<file path="src/rtl/rc4_phase_sequencer.sv">
// Sequences the RC4 S-memory clients (init, KSA, decrypt) and owns the shared write port.
// Optional per-phase watchdog compiled in with `define RC4_PHASE_TIMEOUT_EN.
module rc4_phase_sequencer #(
   parameter int AW             = 8,
   parameter int DW             = 8,
   parameter int TIMEOUT_CYCLES = 65535
) (
   input  logic          clk,
   input  logic          reset,
   input  logic          start,
   output logic          busy,
   output logic          done,
   output logic [1:0]    phase,
   output logic          error,
   output logic          c0_start,
   output logic          c1_start,
   output logic          c2_start,
   input  logic          c0_finish,
   input  logic          c1_finish,
   input  logic          c2_finish,
   input  logic [AW-1:0] c0_address,
   input  logic [DW-1:0] c0_data,
   input  logic          c0_wren,
   input  logic [AW-1:0] c1_address,
   input  logic [DW-1:0] c1_data,
   input  logic          c1_wren,
   input  logic [AW-1:0] c2_address,
   input  logic [DW-1:0] c2_data,
   input  logic          c2_wren,
   output logic [AW-1:0] mem_address,
   output logic [DW-1:0] mem_data,
   output logic          mem_wren
);

   typedef enum logic [2:0] {
      S_IDLE,
      S_L_INIT,
      S_W_INIT,
      S_L_KSA,
      S_W_KSA,
      S_L_DEC,
      S_W_DEC,
      S_FIN
   } state_t;

   state_t     r_state;
   logic       r_busy;
   logic       r_done;
   logic [1:0] r_phase;
   logic       r_c0_start;
   logic       r_c1_start;
   logic       r_c2_start;
   logic       w_finish;
   logic       w_in_wait;
   logic       w_timeout;

   // Only the active phase's finish is visible, so stale levels from idle clients are ignored.
   always_comb begin
      w_finish = 1'b0;
      case (r_state)
         S_W_INIT: w_finish = c0_finish;
         S_W_KSA:  w_finish = c1_finish;
         S_W_DEC:  w_finish = c2_finish;
         default:  w_finish = 1'b0;
      endcase
   end

   assign w_in_wait = (r_state == S_W_INIT) || (r_state == S_W_KSA) || (r_state == S_W_DEC);

`ifdef RC4_PHASE_TIMEOUT_EN
   localparam logic [15:0] LP_LIMIT = 16'(TIMEOUT_CYCLES - 1);

   logic [15:0] r_wdog;
   logic        r_error;

   // Finish has priority over an expiring watchdog in the same cycle.
   assign w_timeout = w_in_wait && !w_finish && (r_wdog == LP_LIMIT);

   always_ff @(posedge clk or posedge reset) begin
      if (reset) begin
         r_wdog  <= '0;
         r_error <= 1'b0;
      end else begin
         if (w_in_wait)
            r_wdog <= r_wdog + 16'd1;
         else
            r_wdog <= '0;
         if (w_timeout)
            r_error <= 1'b1;
         else if (r_state == S_IDLE && start)
            r_error <= 1'b0;
      end
   end

   assign error = r_error;
`else
   assign w_timeout = 1'b0;
   assign error     = 1'b0;
`endif

   always_ff @(posedge clk or posedge reset) begin
      if (reset) begin
         r_state    <= S_IDLE;
         r_busy     <= 1'b0;
         r_done     <= 1'b0;
         r_phase    <= 2'd0;
         r_c0_start <= 1'b0;
         r_c1_start <= 1'b0;
         r_c2_start <= 1'b0;
      end else begin
         r_c0_start <= 1'b0;
         r_c1_start <= 1'b0;
         r_c2_start <= 1'b0;
         r_done     <= 1'b0;
         case (r_state)
            S_IDLE: begin
               if (start) begin
                  r_state    <= S_L_INIT;
                  r_busy     <= 1'b1;
                  r_phase    <= 2'd1;
                  r_c0_start <= 1'b1;
               end
            end
            S_L_INIT: r_state <= S_W_INIT;
            S_W_INIT: begin
               if (w_finish) begin
                  r_state    <= S_L_KSA;
                  r_phase    <= 2'd2;
                  r_c1_start <= 1'b1;
               end else if (w_timeout) begin
                  r_state <= S_IDLE;
                  r_busy  <= 1'b0;
                  r_phase <= 2'd0;
               end
            end
            S_L_KSA: r_state <= S_W_KSA;
            S_W_KSA: begin
               if (w_finish) begin
                  r_state    <= S_L_DEC;
                  r_phase    <= 2'd3;
                  r_c2_start <= 1'b1;
               end else if (w_timeout) begin
                  r_state <= S_IDLE;
                  r_busy  <= 1'b0;
                  r_phase <= 2'd0;
               end
            end
            S_L_DEC: r_state <= S_W_DEC;
            S_W_DEC: begin
               if (w_finish) begin
                  r_state <= S_FIN;
                  r_phase <= 2'd0;
                  r_done  <= 1'b1;
               end else if (w_timeout) begin
                  r_state <= S_IDLE;
                  r_busy  <= 1'b0;
                  r_phase <= 2'd0;
               end
            end
            S_FIN: begin
               r_state <= S_IDLE;
               r_busy  <= 1'b0;
            end
            default: begin
               r_state <= S_IDLE;
               r_busy  <= 1'b0;
               r_phase <= 2'd0;
            end
         endcase
      end
   end

   // Write-port mux keyed off the registered phase; idle forces everything low.
   always_comb begin
      mem_address = '0;
      mem_data    = '0;
      mem_wren    = 1'b0;
      case (r_phase)
         2'd1: begin
            mem_address = c0_address;
            mem_data    = c0_data;
            mem_wren    = c0_wren;
         end
         2'd2: begin
            mem_address = c1_address;
            mem_data    = c1_data;
            mem_wren    = c1_wren;
         end
         2'd3: begin
            mem_address = c2_address;
            mem_data    = c2_data;
            mem_wren    = c2_wren;
         end
         default: begin
            mem_address = '0;
            mem_data    = '0;
            mem_wren    = 1'b0;
         end
      endcase
   end

   assign busy     = r_busy;
   assign done     = r_done;
   assign phase    = r_phase;
   assign c0_start = r_c0_start;
   assign c1_start = r_c1_start;
   assign c2_start = r_c2_start;

endmodule
</file>
<file path="config.mk">
export PLATFORM = sky130hd
export DESIGN_NAME = rc4_phase_sequencer
export DESIGN_NICKNAME = d
export VERILOG_FILES = /design/src/rtl/rc4_phase_sequencer.sv
export SDC_FILE = /design/constraint.sdc
export NUM_CORES = 1
export LEC_CHECK = 0
export BUFFER_PORTS_ARGS = -buffer_cell sky130_fd_sc_hd__clkbuf_2
export CAP_MARGIN = 20
export CORE_AREA = 2 2 56 58
export CTS_CLUSTER_DIAMETER = 150
export DETAILED_ROUTE_END_ITERATION = 6
export DIE_AREA = 0 0 58 60
export GPL_TIMING_DRIVEN = 0
export HOLD_SLACK_MARGIN = 0.15
export PLACE_DENSITY = 0.84
export SLEW_MARGIN = 5
export SYNTH_ARGS = -nofsm -noshare
export SYNTH_HDL_FRONTEND = slang
export SYNTH_SLANG_ARGS = --single-unit
</file>
<file path="constraint.sdc">
create_clock -name clk -period 1.9 [get_ports clk]
set_input_delay 0.19 -clock clk [delete_from_list [all_inputs] [get_ports clk]]
set_output_delay 0.19 -clock clk [all_outputs]
set_load 0.005 [all_outputs]
</file>
==> results.cfg <==
[logic_synthesis]
synth_compound_gate_area_share_pct = 20.9
count_of_warnings_emitted_by_yosys = 0
ys_ff_latch = 10
synth_sequential_area_ratio_pct = 26.8
synth_fa_ha_area_share_pct = 5.36
syn_area_um2 = 933
postSynth.topFlopCell = sky130_fd_sc_hd__dfrtp_1
yosys.cell_types.count = 30
synth_simple_gate_area_share_pct = 15.8
muxShareOfSynthArea_pct = 22.0
avgSynthCellArea_um2 = 8.26
synth_edf_count = 0
yosys.area_share.xor_xnor_pct = 0
dominant_combinational_cell_family_by_area_after_synthesis = multiplexers
syn-num-nets = 174
syn_inst = 113
ys_async_sr_fraction_pct = 100

[final_layout]
antenna_cells_inserted = 0
final_cell_mix = 80 x sky130_fd_sc_hd__clkbuf_2, 20 x sky130_fd_sc_hd__o21ai_0, 19 x sky130_fd_sc_hd__mux2i_1, 19 x sky130_fd_sc_hd__nand2_1, 10 x sky130_fd_sc_hd__dfrtp_1
fillCellCount = 287
area.growth.synth_to_final_pct = 53.6
mostFrequentLayoutCell = sky130_fd_sc_hd__clkbuf_2
finalNetCount = 261
drive_gt1_share_pct = 49.0
finish.cell_count_without_fillers = 231
fin_util_pct = 49.4

[power]
power_leakage_nw = 0.794
power.density_cell_area_nw_per_um2 = 1200
worst_ir_drop_on_vdd_v = 0.00104
total_power_w = 0.00172

[min_path]
hold_path.startpoint = c0_finish
timing.hold.worst.class = input pin to flip-flop

[worst_setup_path]
rr_startpoint = r_state[0]
timing.critical_path.fanout_max = 10
worstSetupPathType = flip-flop to flip-flop
required_time_of_the_worst_setup_path_ns = 2.06
worstSetupStartpoint = r_state[0]
crit_path_launch_type = flip-flop
arrival_ns = 2.02
endpoint_kind = flip-flop

[timing]
maxClockFrequency_ghz = 0.537
finalWorstPathRequiredPeriod_ns = 1.86
skew_ns = 0.0105
setup_viol_count_final = 0
hold_violations = 0
finalMaxSlewViolations = 0
final_min_period_over_clock_period_pct = 98.0
timing.setup.tns_ns = 0

[routing]
drt_first_pass_iters = 4
via_per_inst = 4.79
antenna_violating_nets_post_route = 0
vias_after_detailed_routing = 1106
route.detailed.drc = 0
drt-total-wl_mm = 2.71
detail_route.wl_per_cell_um = 11.7
drt_first_iter_violations = 18

[floorplanning]
rows = 20
die_w_um = 58
die_area_um2 = 3480
core_region_area_um2 = 2900
floorplan.initialDensity_pct = 32.2
dieHeight_um = 60
io-pin-count = 82

[clock_network]
cts-buffers-inserted = 3
cts.htree.levels = 1
worst_setup_hold_path_clk_slew_ns = 0.07
cts_max_path_buffers = 2
insertion_delay_ns = 0.27
clock-root-buffer = sky130_fd_sc_hd__clkbuf_4
tritoncts = built
clock_sinks = 10

[placed_design]
port_buffers = 79
gpl.final_weighted_congestion = 0.764
dp_cells = 225
hpwl_mm = 2.13

[status]
run_status = completed

[grt]
grt_pass1_vias = 887
track_usage_pct = 14.8
antenna_violations_before_repair = 0
overflow = 0
grt_max_degree = 11
grt_first_pass_wirelength_mm = 3.94

[job]
max_cap_violations = 0
layout make-up:
class	count	area, um2	area share [%]
multi-input combinational	87	614	42.8
timing repair buffer	83	428	29.8
sequential	10	250	17.5
buffer	8	51.3	3.58
tap	33	41.3	2.88
inverter	7	26.3	1.83
clock buffer	3	22.5	1.57
sequential cells by signal, summed over array words and instances (netlist names):
name and flops:
phase 2, c2_start 1, done 1, c0_start 1, busy 1, r_state 3
c1_start 1
synthesized netlist by cell type, types with 2 or more instances:
master	instances	area [um2]
sky130_fd_sc_hd__nor3_1	2	10.0
sky130_fd_sc_hd__dfrtp_1	10	250
sky130_fd_sc_hd__buf_2	2	10.0
sky130_fd_sc_hd__and3_1	2	12.5
sky130_fd_sc_hd__mux2i_1	19	190
sky130_fd_sc_hd__a21oi_1	3	15.0
sky130_fd_sc_hd__clkbuf_1	3	11.3
sky130_fd_sc_hd__nor2_1	2	7.51
sky130_fd_sc_hd__inv_1	7	26.3
sky130_fd_sc_hd__nand2_1	19	71.3
sky130_fd_sc_hd__ha_1	4	50.1
sky130_fd_sc_hd__o21ai_0	20	100
sky130_fd_sc_hd__buf_4	3	22.5
worst max-delay path, stage by stage (launching register included):
cell and delay (ns):
sky130_fd_sc_hd__dfrtp_1 0.40, sky130_fd_sc_hd__inv_2 0.07, sky130_fd_sc_hd__ha_1 0.21, sky130_fd_sc_hd__buf_4 0.17, sky130_fd_sc_hd__nor3b_1 0.15, sky130_fd_sc_hd__a211oi_2 0.23
sky130_fd_sc_hd__o31a_2 0.23, sky130_fd_sc_hd__mux2_4 0.29
metal layers:
layer | share of wire (%) | global-route usage, % | vias to the layer above
met5 | 0 | 0 | -
met4 | 1.4 | 5.98 | 0
met3 | 5.1 | 3.46 | 4
met2 | 54 | 25.8 | 40
met1 | 40 | 17.4 | 497
li1 | - | - | 565
where the power goes:
| part | internal (W) | switching, W |
|---|---|---|
| clock | 0.0000730 | 0.0000702 |
| sequential | 0.000293 | 0.0000542 |
| combinational | 0.000623 | 0.000610 |
| total | 0.000989 | 0.000735 |
worst paths after layout:
path                            slack, ns  cells after the start         end
worst max register to register       0.04                      7  r_state[1]
worst min register to register       0.48                      1        busy
min in group asynchronous            0.43                      3  r_state[2]
worst max-delay path                 0.04                      7  r_state[1]
max in group asynchronous            1.18                      3    phase[1]
worst min-delay path                 0.23                      2    c1_start
logic make-up (layout without fill, tap and decap cells):
group	count (synthesis)	in the layout
compound gates	31	31
fa+ha+maj	4	4
buf+inv	16	101
flops	10	10
mux	20	20
other cells	1	1
simple gates	31	31
repair_timing:
item / 4_1_cts / 5_1_grt
gates resized for setup: 0 / 5
setup endpoints to repair: 0 / 11
hold endpoints to repair: 10 / 0
buffers inserted: 0 / 3
hold buffers: 1 / 0
per-stage QoR:
stage	area (um2)	worst slack [ns]	hold WS [ns]
floorplan	933	0.162	0.0302
global placement	1370	0.0484	0.158
detailed placement	1370	0.0473	0.169
CTS	1400	0.0282	0.224
global route	1430	-0.00631	0.230
finish	1430	0.0377	0.234
Note: power is estimated with default switching activity, not from simulation.
